## config.mk

```make
export PLATFORM = sky130hd
export DESIGN_NAME = spi_flash_responder
export DESIGN_NICKNAME = d
export VERILOG_FILES = /design/src/rtl/spi_flash_responder.sv
export SDC_FILE = /design/constraint.sdc
export NUM_CORES = 1
export LEC_CHECK = 0
export ABC_AREA = 1
export CAP_MARGIN = 5
export CORE_ASPECT_RATIO = 0.7
export CORE_MARGIN = 2
export CORE_UTILIZATION = 30
export CTS_CLUSTER_DIAMETER = 40
export CTS_CLUSTER_SIZE = 16
export DETAILED_ROUTE_END_ITERATION = 6
export HOLD_SLACK_MARGIN = 0.15
export PLACE_DENSITY_LB_ADDON = 0.15
export SYNTH_ARGS = -nofsm -noshare
export SYNTH_HDL_FRONTEND = slang
export SYNTH_SLANG_ARGS = --single-unit
```

## constraint.sdc

```tcl
create_clock -name clk -period 7.3 [get_ports clk]
set_clock_uncertainty 0.05 [all_clocks]
set_input_delay 1.46 -clock clk [delete_from_list [all_inputs] [get_ports clk]]
set_output_delay 1.46 -clock clk [all_outputs]
set_load 0.01 [all_outputs]
```

## src/rtl/spi_flash_responder.sv

```systemverilog
// SPI flash read responder: decodes the read opcode and 24-bit address from
// the byte engine, fetches 32-bit words from memory with a one-word
// prefetch, and loads one data byte per exchange.
//
// state    | meaning
// ---------+------------------------------------------------------------
// IDLE     | chip select inactive; waiting for a new transaction
// CMD      | receiving the opcode byte
// ADDR_HI  | receiving address bits [23:16]
// ADDR_MID | receiving address bits [15:8]
// ADDR_LO  | receiving address bits [7:0]; the first word fetch issues here
// STREAM   | one data byte per exchange; the next word is prefetched at lane 3
// IGNORE   | unsupported opcode; silent until chip select drops
module spi_flash_responder #(
    parameter logic [7:0] READ_CMD  = 8'h03,
    parameter logic [7:0] FILL_BYTE = 8'hFF
) (
    input  logic        clk,
    input  logic        reset,
    input  logic        cs_active_i,
    input  logic        rx_valid_i,
    input  logic [7:0]  rx_byte_i,
    output logic        tx_load_o,
    output logic [7:0]  tx_byte_o,
    output logic        mem_req_o,
    output logic [23:0] mem_addr_o,
    input  logic        mem_ack_i,
    input  logic [31:0] mem_rdata_i,
    output logic        busy_o,
    output logic        cmd_err_o,
    output logic        underrun_o
);

    typedef enum logic [2:0] {
        IDLE,
        CMD,
        ADDR_HI,
        ADDR_MID,
        ADDR_LO,
        STREAM,
        IGNORE
    } state_t;

    state_t      state_q, state_d;
    logic [23:0] addr_q, addr_d;
    logic [7:0]  tx_byte_q, tx_byte_d;
    logic        tx_load_q, tx_load_d;
    logic        cmd_err_q, cmd_err_d;
    logic        underrun_q, underrun_d;
    // A byte has been loaded for the exchange currently in progress.
    logic        loaded_q, loaded_d;
    logic        mem_req_q, mem_req_d;
    logic [23:0] mem_addr_q, mem_addr_d;
    // Buffer that the outstanding request will fill (0 or 1).
    logic        req_buf_q, req_buf_d;
    // The outstanding request belongs to an aborted transaction; drop its data.
    logic        stale_q, stale_d;

    // Two word buffers, each tagged with its word address.
    logic [31:0] b0_data_q, b0_data_d, b1_data_q, b1_data_d;
    logic [21:0] b0_word_q, b0_word_d, b1_word_q, b1_word_d;
    logic        b0_vld_q, b0_vld_d, b1_vld_q, b1_vld_d;

    logic        hit0, hit1, hit;
    logic [31:0] hit_word;
    logic [7:0]  lane_byte;

    assign hit0     = b0_vld_q && (b0_word_q == addr_q[23:2]);
    assign hit1     = b1_vld_q && (b1_word_q == addr_q[23:2]);
    assign hit      = hit0 || hit1;
    assign hit_word = hit0 ? b0_data_q : b1_data_q;

    // Select the byte lane addressed by addr[1:0] from the held word.
    always_comb begin
        lane_byte = hit_word[7:0];
        case (addr_q[1:0])
            2'd0: lane_byte = hit_word[7:0];
            2'd1: lane_byte = hit_word[15:8];
            2'd2: lane_byte = hit_word[23:16];
            2'd3: lane_byte = hit_word[31:24];
            default: lane_byte = hit_word[7:0];
        endcase
    end

    // State and datapath registers.
    always_ff @(posedge clk or posedge reset) begin
        if (reset) begin
            state_q    <= IDLE;
            addr_q     <= 24'h0;
            tx_byte_q  <= FILL_BYTE;
            tx_load_q  <= 1'b0;
            cmd_err_q  <= 1'b0;
            underrun_q <= 1'b0;
            loaded_q   <= 1'b0;
            mem_req_q  <= 1'b0;
            mem_addr_q <= 24'h0;
            req_buf_q  <= 1'b0;
            stale_q    <= 1'b0;
            b0_data_q  <= 32'h0;
            b0_word_q  <= 22'h0;
            b0_vld_q   <= 1'b0;
            b1_data_q  <= 32'h0;
            b1_word_q  <= 22'h0;
            b1_vld_q   <= 1'b0;
        end else begin
            state_q    <= state_d;
            addr_q     <= addr_d;
            tx_byte_q  <= tx_byte_d;
            tx_load_q  <= tx_load_d;
            cmd_err_q  <= cmd_err_d;
            underrun_q <= underrun_d;
            loaded_q   <= loaded_d;
            mem_req_q  <= mem_req_d;
            mem_addr_q <= mem_addr_d;
            req_buf_q  <= req_buf_d;
            stale_q    <= stale_d;
            b0_data_q  <= b0_data_d;
            b0_word_q  <= b0_word_d;
            b0_vld_q   <= b0_vld_d;
            b1_data_q  <= b1_data_d;
            b1_word_q  <= b1_word_d;
            b1_vld_q   <= b1_vld_d;
        end
    end

    // Next-state logic: memory completion first, then the transaction FSM.
    always_comb begin
        state_d    = state_q;
        addr_d     = addr_q;
        tx_byte_d  = tx_byte_q;
        tx_load_d  = 1'b0;
        cmd_err_d  = 1'b0;
        underrun_d = 1'b0;
        loaded_d   = loaded_q;
        mem_req_d  = mem_req_q;
        mem_addr_d = mem_addr_q;
        req_buf_d  = req_buf_q;
        stale_d    = stale_q;
        b0_data_d  = b0_data_q;
        b0_word_d  = b0_word_q;
        b0_vld_d   = b0_vld_q;
        b1_data_d  = b1_data_q;
        b1_word_d  = b1_word_q;
        b1_vld_d   = b1_vld_q;

        // An ack only counts while a request is open; data for an aborted
        // transaction (or one ending this cycle) is dropped.
        if (mem_req_q && mem_ack_i) begin
            mem_req_d = 1'b0;
            stale_d   = 1'b0;
            if (!stale_q && cs_active_i) begin
                if (req_buf_q) begin
                    b1_data_d = mem_rdata_i;
                    b1_word_d = mem_addr_q[23:2];
                    b1_vld_d  = 1'b1;
                end else begin
                    b0_data_d = mem_rdata_i;
                    b0_word_d = mem_addr_q[23:2];
                    b0_vld_d  = 1'b1;
                end
            end
        end

        if (!cs_active_i) begin
            // CS drop wins over any same-cycle exchange.
            state_d  = IDLE;
            loaded_d = 1'b0;
            b0_vld_d = 1'b0;
            b1_vld_d = 1'b0;
            if (mem_req_q && !mem_ack_i) begin
                stale_d = 1'b1;
            end
        end else begin
            case (state_q)
                IDLE: begin
                    state_d   = CMD;
                    tx_byte_d = FILL_BYTE;
                    tx_load_d = 1'b1;
                end
                CMD: begin
                    if (rx_valid_i) begin
                        if (rx_byte_i == READ_CMD) begin
                            state_d   = ADDR_HI;
                            tx_byte_d = FILL_BYTE;
                            tx_load_d = 1'b1;
                        end else begin
                            state_d   = IGNORE;
                            cmd_err_d = 1'b1;
                        end
                    end
                end
                ADDR_HI: begin
                    if (rx_valid_i) begin
                        addr_d[23:16] = rx_byte_i;
                        state_d       = ADDR_MID;
                        tx_byte_d     = FILL_BYTE;
                        tx_load_d     = 1'b1;
                    end
                end
                ADDR_MID: begin
                    if (rx_valid_i) begin
                        addr_d[15:8] = rx_byte_i;
                        state_d      = ADDR_LO;
                        tx_byte_d    = FILL_BYTE;
                        tx_load_d    = 1'b1;
                    end
                end
                ADDR_LO: begin
                    if (rx_valid_i) begin
                        addr_d[7:0] = rx_byte_i;
                        state_d     = STREAM;
                        loaded_d    = 1'b0;
                        // If an aborted request is still open, STREAM issues
                        // the fetch once that request has completed.
                        if (!mem_req_q) begin
                            mem_req_d  = 1'b1;
                            mem_addr_d = {addr_q[23:8], rx_byte_i[7:2], 2'b00};
                            req_buf_d  = 1'b0;
                        end
                    end
                end
                STREAM: begin
                    if (rx_valid_i) begin
                        addr_d   = addr_q + 24'd1;
                        loaded_d = 1'b0;
                        if (!loaded_q) begin
                            underrun_d = 1'b1;
                        end
                    end else if (!loaded_q && hit) begin
                        tx_byte_d = lane_byte;
                        tx_load_d = 1'b1;
                        loaded_d  = 1'b1;
                        // Last lane of the word: fetch the next word into the
                        // buffer not holding the current one.
                        if (addr_q[1:0] == 2'd3 && !mem_req_q) begin
                            mem_req_d  = 1'b1;
                            mem_addr_d = {addr_q[23:2] + 22'd1, 2'b00};
                            req_buf_d  = hit0;
                        end
                    end else if (!hit && !mem_req_q) begin
                        // Current word neither held nor in flight.
                        mem_req_d  = 1'b1;
                        mem_addr_d = {addr_q[23:2], 2'b00};
                        req_buf_d  = 1'b0;
                    end
                end
                IGNORE: begin
                    state_d = IGNORE;
                end
                default: begin
                    state_d = IDLE;
                end
            endcase
        end
    end

    assign tx_load_o  = tx_load_q;
    assign tx_byte_o  = tx_byte_q;
    assign mem_req_o  = mem_req_q;
    assign mem_addr_o = mem_addr_q;
    assign busy_o     = (state_q != IDLE);
    assign cmd_err_o  = cmd_err_q;
    assign underrun_o = underrun_q;

endmodule

```

==> PnR_summary.wiki <==
{| class="wikitable"
! Metric !! Value
|-
| Run status || complete, no violations
|-
| Yosys warning count || 0
|-
| Number of different library cells in the post-synthesis netlist || 42
|-
| Avg Cell Area, Syn || 7.06 um2
|-
| Worst slew slack as a fraction of its limit || between 20% and 30%
|-
| NetSw || about 1.9 mW
|-
| Number of search-and-repair iterations in the first detailed-routing pass || 5
|-
| Power per cell area || 365 nW/um2
|-
| Internal Pwr Total || around 2.4 mW
|-
| Number of setup buffers added after CTS || 0
|-
| Count of flip-flops with a built-in enable after synthesis || 0
|-
| Fin. max-slew vios || 0
|-
| Setup CP Type || in2reg
|-
| Unrepaired setup endpoints after global routing || false
|-
| Cell count after synthesis || 1391
|-
| Leading cell types in the layout, fill and taps excluded || sky130_fd_sc_hd__nand2_1, sky130_fd_sc_hd__o21ai_0, sky130_fd_sc_hd__inv_1
|-
| Final min period || 3.44 ns
|-
| Synth Register Bits || about 170
|-
| Worst-path clk slew || 0.07 ns
|-
| Main flop type after synthesis || sky130_fd_sc_hd__dfrtp_1
|-
| Routed Antenna Nets || 0
|-
| Clock power frac || a little under a quarter
|-
| Die area || about 34000 um2
|-
| Count of antenna diodes in the layout || 0
|-
| Pin count of the biggest net entering global routing || 110
|-
| Most frequent standard cell in the layout excluding fill and tap cells || sky130_fd_sc_hd__nand2_1
|-
| Largest voltage drop on the vdd net || approximately 140 uV
|-
| Worst skew pair latency || ~0.46 ns
|-
| Sequential fraction of the synthesis area || 44.5%
|-
| Antenna violations before repair || 0
|-
| Number of global-route vias before repair || around 8700
|-
| PortBufs || 79
|-
| Sinks on the clock net || approximately 170
|-
| Maxcap violations || 0
|-
| Number of hold-slack violations in the final timing report || 0
|-
| Total CTS buffers || 17
|-
| Mean number of vias per cell || approximately 4.8
|-
| All-layer global routing usage || approximately a fifth
|-
| Period utilization || between 40% and 50%
|-
| Comb pwr share || slightly below 40%
|-
| Endpoint required time on the critical path || ~7.6 ns
|-
| NumNets Final || between 1000 and 1500
|-
| Critical path launch point type || primary input
|-
| Number of rows in the core area || 55
|-
| Synthesis-to-finish area growth || 17.5%
|-
| Proportion of layout cells with a drive suffix above 1 || 8.38%
|-
| Utilization after layout || a little over a third
|-
| Transition at the pin with the smallest max-transition slack || 1.12 ns
|-
| Vias after detailed routing || roughly 9000
|-
| Grt total ovfl || 0
|-
| Crit-path max FO || approximately 110
|-
| Placer Congestion || a little under 1
|-
| Post-DP HPWL || about 25000 um
|-
| Boundary Pins || ~80
|-
| Element type at the critical path end || flop
|-
| Total routed wirelength || about 34000 um
|-
| CORE AREA || 32300 um2
|-
| Highest attainable clock frequency || ~0.29 GHz
|-
| CTS Hold Bufs || 0
|-
| Final setup violation count || 0
|-
| Setup TNS Final || 0 ns
|-
| Class of the tightest hold or removal check || reg2reg
|-
| Number of violations reported at the end of detailed-routing iteration 0 || 878
|-
| Clock tree root driver cell || sky130_fd_sc_hd__clkbuf_16
|-
| Horiz. Die Dim || between 200 and 250 um
|-
| Drt drc || 0
|-
| Routed WL per cell || approximately 18 um
|-
| Die Span Y || 155 um
|-
| Critical path arrival || between 3 and 4 ns
|-
| H-tree Lvls || 4
|-
| Register share of total power || 37.5%
|-
| Initial Utilization || a little under a third
|-
| Switching part of the total || 44.0%
|-
| Async SR Flop Fraction || 100%
|-
| Global-route wire length before repair || about 53000 um
|-
| Buffers from clock root to sink, at most || 2
|-
| Post-synth design cell area || between 9000 and 10000 um2
|-
| Leakage || about 5.4 nW
|-
| CTS tree || done
|-
| CTS-repair resized insts || 0
|}
## logic make-up after synthesis
| kind of cell | after synthesis | share of synthesized area (%) |
|---|---|---|
| AO/OA/AOI/OAI | 254 | 14.2 |
| XOR/XNOR | 7 | 0.624 |
| adder cells (fa/ha/maj) | 5 | 0.637 |
| buffers and inverters | 250 | 10.3 |
| flip-flops | 174 | 44.5 |
| other | 1 | 0.0382 |
| AND/OR/NAND/NOR | 700 | 29.8 |
## cell usage after synthesis, types with 2 or more instances
library cell	count	area, um2
sky130_fd_sc_hd__nor4_1	4	25.0
sky130_fd_sc_hd__nand4_1	13	81.3
sky130_fd_sc_hd__nand2_4	4	45.0
sky130_fd_sc_hd__o211ai_1	2	15.0
sky130_fd_sc_hd__a22oi_1	2	15.0
sky130_fd_sc_hd__o21ai_1	4	20.0
sky130_fd_sc_hd__a22o_1	8	70.1
sky130_fd_sc_hd__xor2_1	7	61.3
sky130_fd_sc_hd__inv_1	170	638
sky130_fd_sc_hd__dfrtp_1	166	4150
sky130_fd_sc_hd__o21ai_0	174	871
sky130_fd_sc_hd__nand2_2	25	156
sky130_fd_sc_hd__buf_4	9	67.6
sky130_fd_sc_hd__o21ai_2	7	61.3
sky130_fd_sc_hd__clkbuf_1	37	139
sky130_fd_sc_hd__inv_2	26	97.6
sky130_fd_sc_hd__nor2_1	117	439
sky130_fd_sc_hd__nor2_2	4	25.0
sky130_fd_sc_hd__nand2_1	452	1700
sky130_fd_sc_hd__buf_12	2	40.0
sky130_fd_sc_hd__nor3_1	11	55.1
sky130_fd_sc_hd__a21oi_1	36	180
sky130_fd_sc_hd__buf_2	6	30.0
sky130_fd_sc_hd__nor3_2	2	20.0
sky130_fd_sc_hd__a31oi_1	12	75.1
sky130_fd_sc_hd__o31ai_1	2	15.0
sky130_fd_sc_hd__nand3b_1	2	15.0
sky130_fd_sc_hd__nand3_1	62	310
sky130_fd_sc_hd__ha_1	5	62.6
sky130_fd_sc_hd__dfstp_2	8	210
## flip-flops by register name (all words and copies together) (netlist names), named ones only
register / flops
b0_word_q: 22
b1_word_q: 22
b0_vld_q: 1
b1_data_q: 32
state_q: 3
b1_vld_q: 1
mem_addr_o: 22
underrun_o: 1
tx_byte_o: 8
addr_q: 24
tx_load_o: 1
loaded_q: 1
cmd_err_o: 1
mem_req_o: 1
b0_data_q: 32
req_buf_q: 1
## power by group through the flow
stage	Sequential (mW)	Combinational (mW)	Clock (mW)
floorplan	1.49	1.08	0
global placement	1.59	1.66	0
detailed placement	1.59	1.66	0
CTS	1.58	1.66	0.980
global route	1.63	1.89	1.02
finish	1.58	1.68	0.959
## metal layers
| layer | wire (um) | vias to the layer above | global-route usage [%] |
|---|---|---|---|
| li1 | - | 4493 | - |
| met1 | 17800 | 4239 | 33.1 |
| met2 | 12700 | 276 | 26.7 |
| met3 | 2780 | 29 | 6.35 |
| met4 | 505 | 0 | 5.43 |
| met5 | 0 | - | 0 |
## per-stage QoR
| step | total power, mW | instances | hold WS (ns) | cell area [um2] | setup WS, ns |
|---|---|---|---|---|---|
| after floorplan | 2.57 | 1392 | 0.398 | 9820 | 1.09 |
| after global placement | 3.25 | 1850 | 0.411 | 10900 | 3.47 |
| after detailed placement | 3.25 | 1850 | 0.409 | 10900 | 3.39 |
| after CTS | 4.22 | 1882 | 0.421 | 11500 | 3.88 |
| after global routing | 4.54 | 1882 | 0.441 | 11500 | 3.59 |
| final | 4.22 | 1882 | 0.417 | 11500 | 3.86 |
## area by class of cell
class                      instances  area [um2]
fill                            3503       20700
tap                              427         534
clock buffer                      19         443
multi-input combinational        968        4470
sequential                       174        4360
clock inverter                    13         154
timing repair buffer              85         836
inverter                         196         741
## critical path: stages
cell,delay (ns)
sky130_fd_sc_hd__clkdlybuf4s50_1,0.72
sky130_fd_sc_hd__inv_2,0.12
sky130_fd_sc_hd__nor2_1,0.31
sky130_fd_sc_hd__nand2_4,0.58
sky130_fd_sc_hd__o21ai_0,0.41
## path summary, 6_finish.rpt
check | start | to | slack [ns] | cells after the start
min in group asynchronous | reset | b0_data_q[22]$_DFFE_PP0P_ | 1.42 | 2
max in group asynchronous | reset | mem_addr_o[22]$_DFFE_PP0P_ | 4.44 | 3
hold / removal | tx_byte_o[6]$_DFFE_PP1P_ | tx_byte_o[6]$_DFFE_PP1P_ | 0.42 | 2
setup / recovery | cs_active_i | b0_data_q[1]$_DFFE_PP0P_ | 3.86 | 5
hold reg to reg | tx_byte_o[6]$_DFFE_PP1P_ | tx_byte_o[6]$_DFFE_PP1P_ | 0.42 | 2
setup reg to reg | addr_q[20]$_DFFE_PP0P_ | mem_addr_o[2]$_DFFE_PP0P_ | 4.14 | 12
Power figures use the tool's default switching activity.
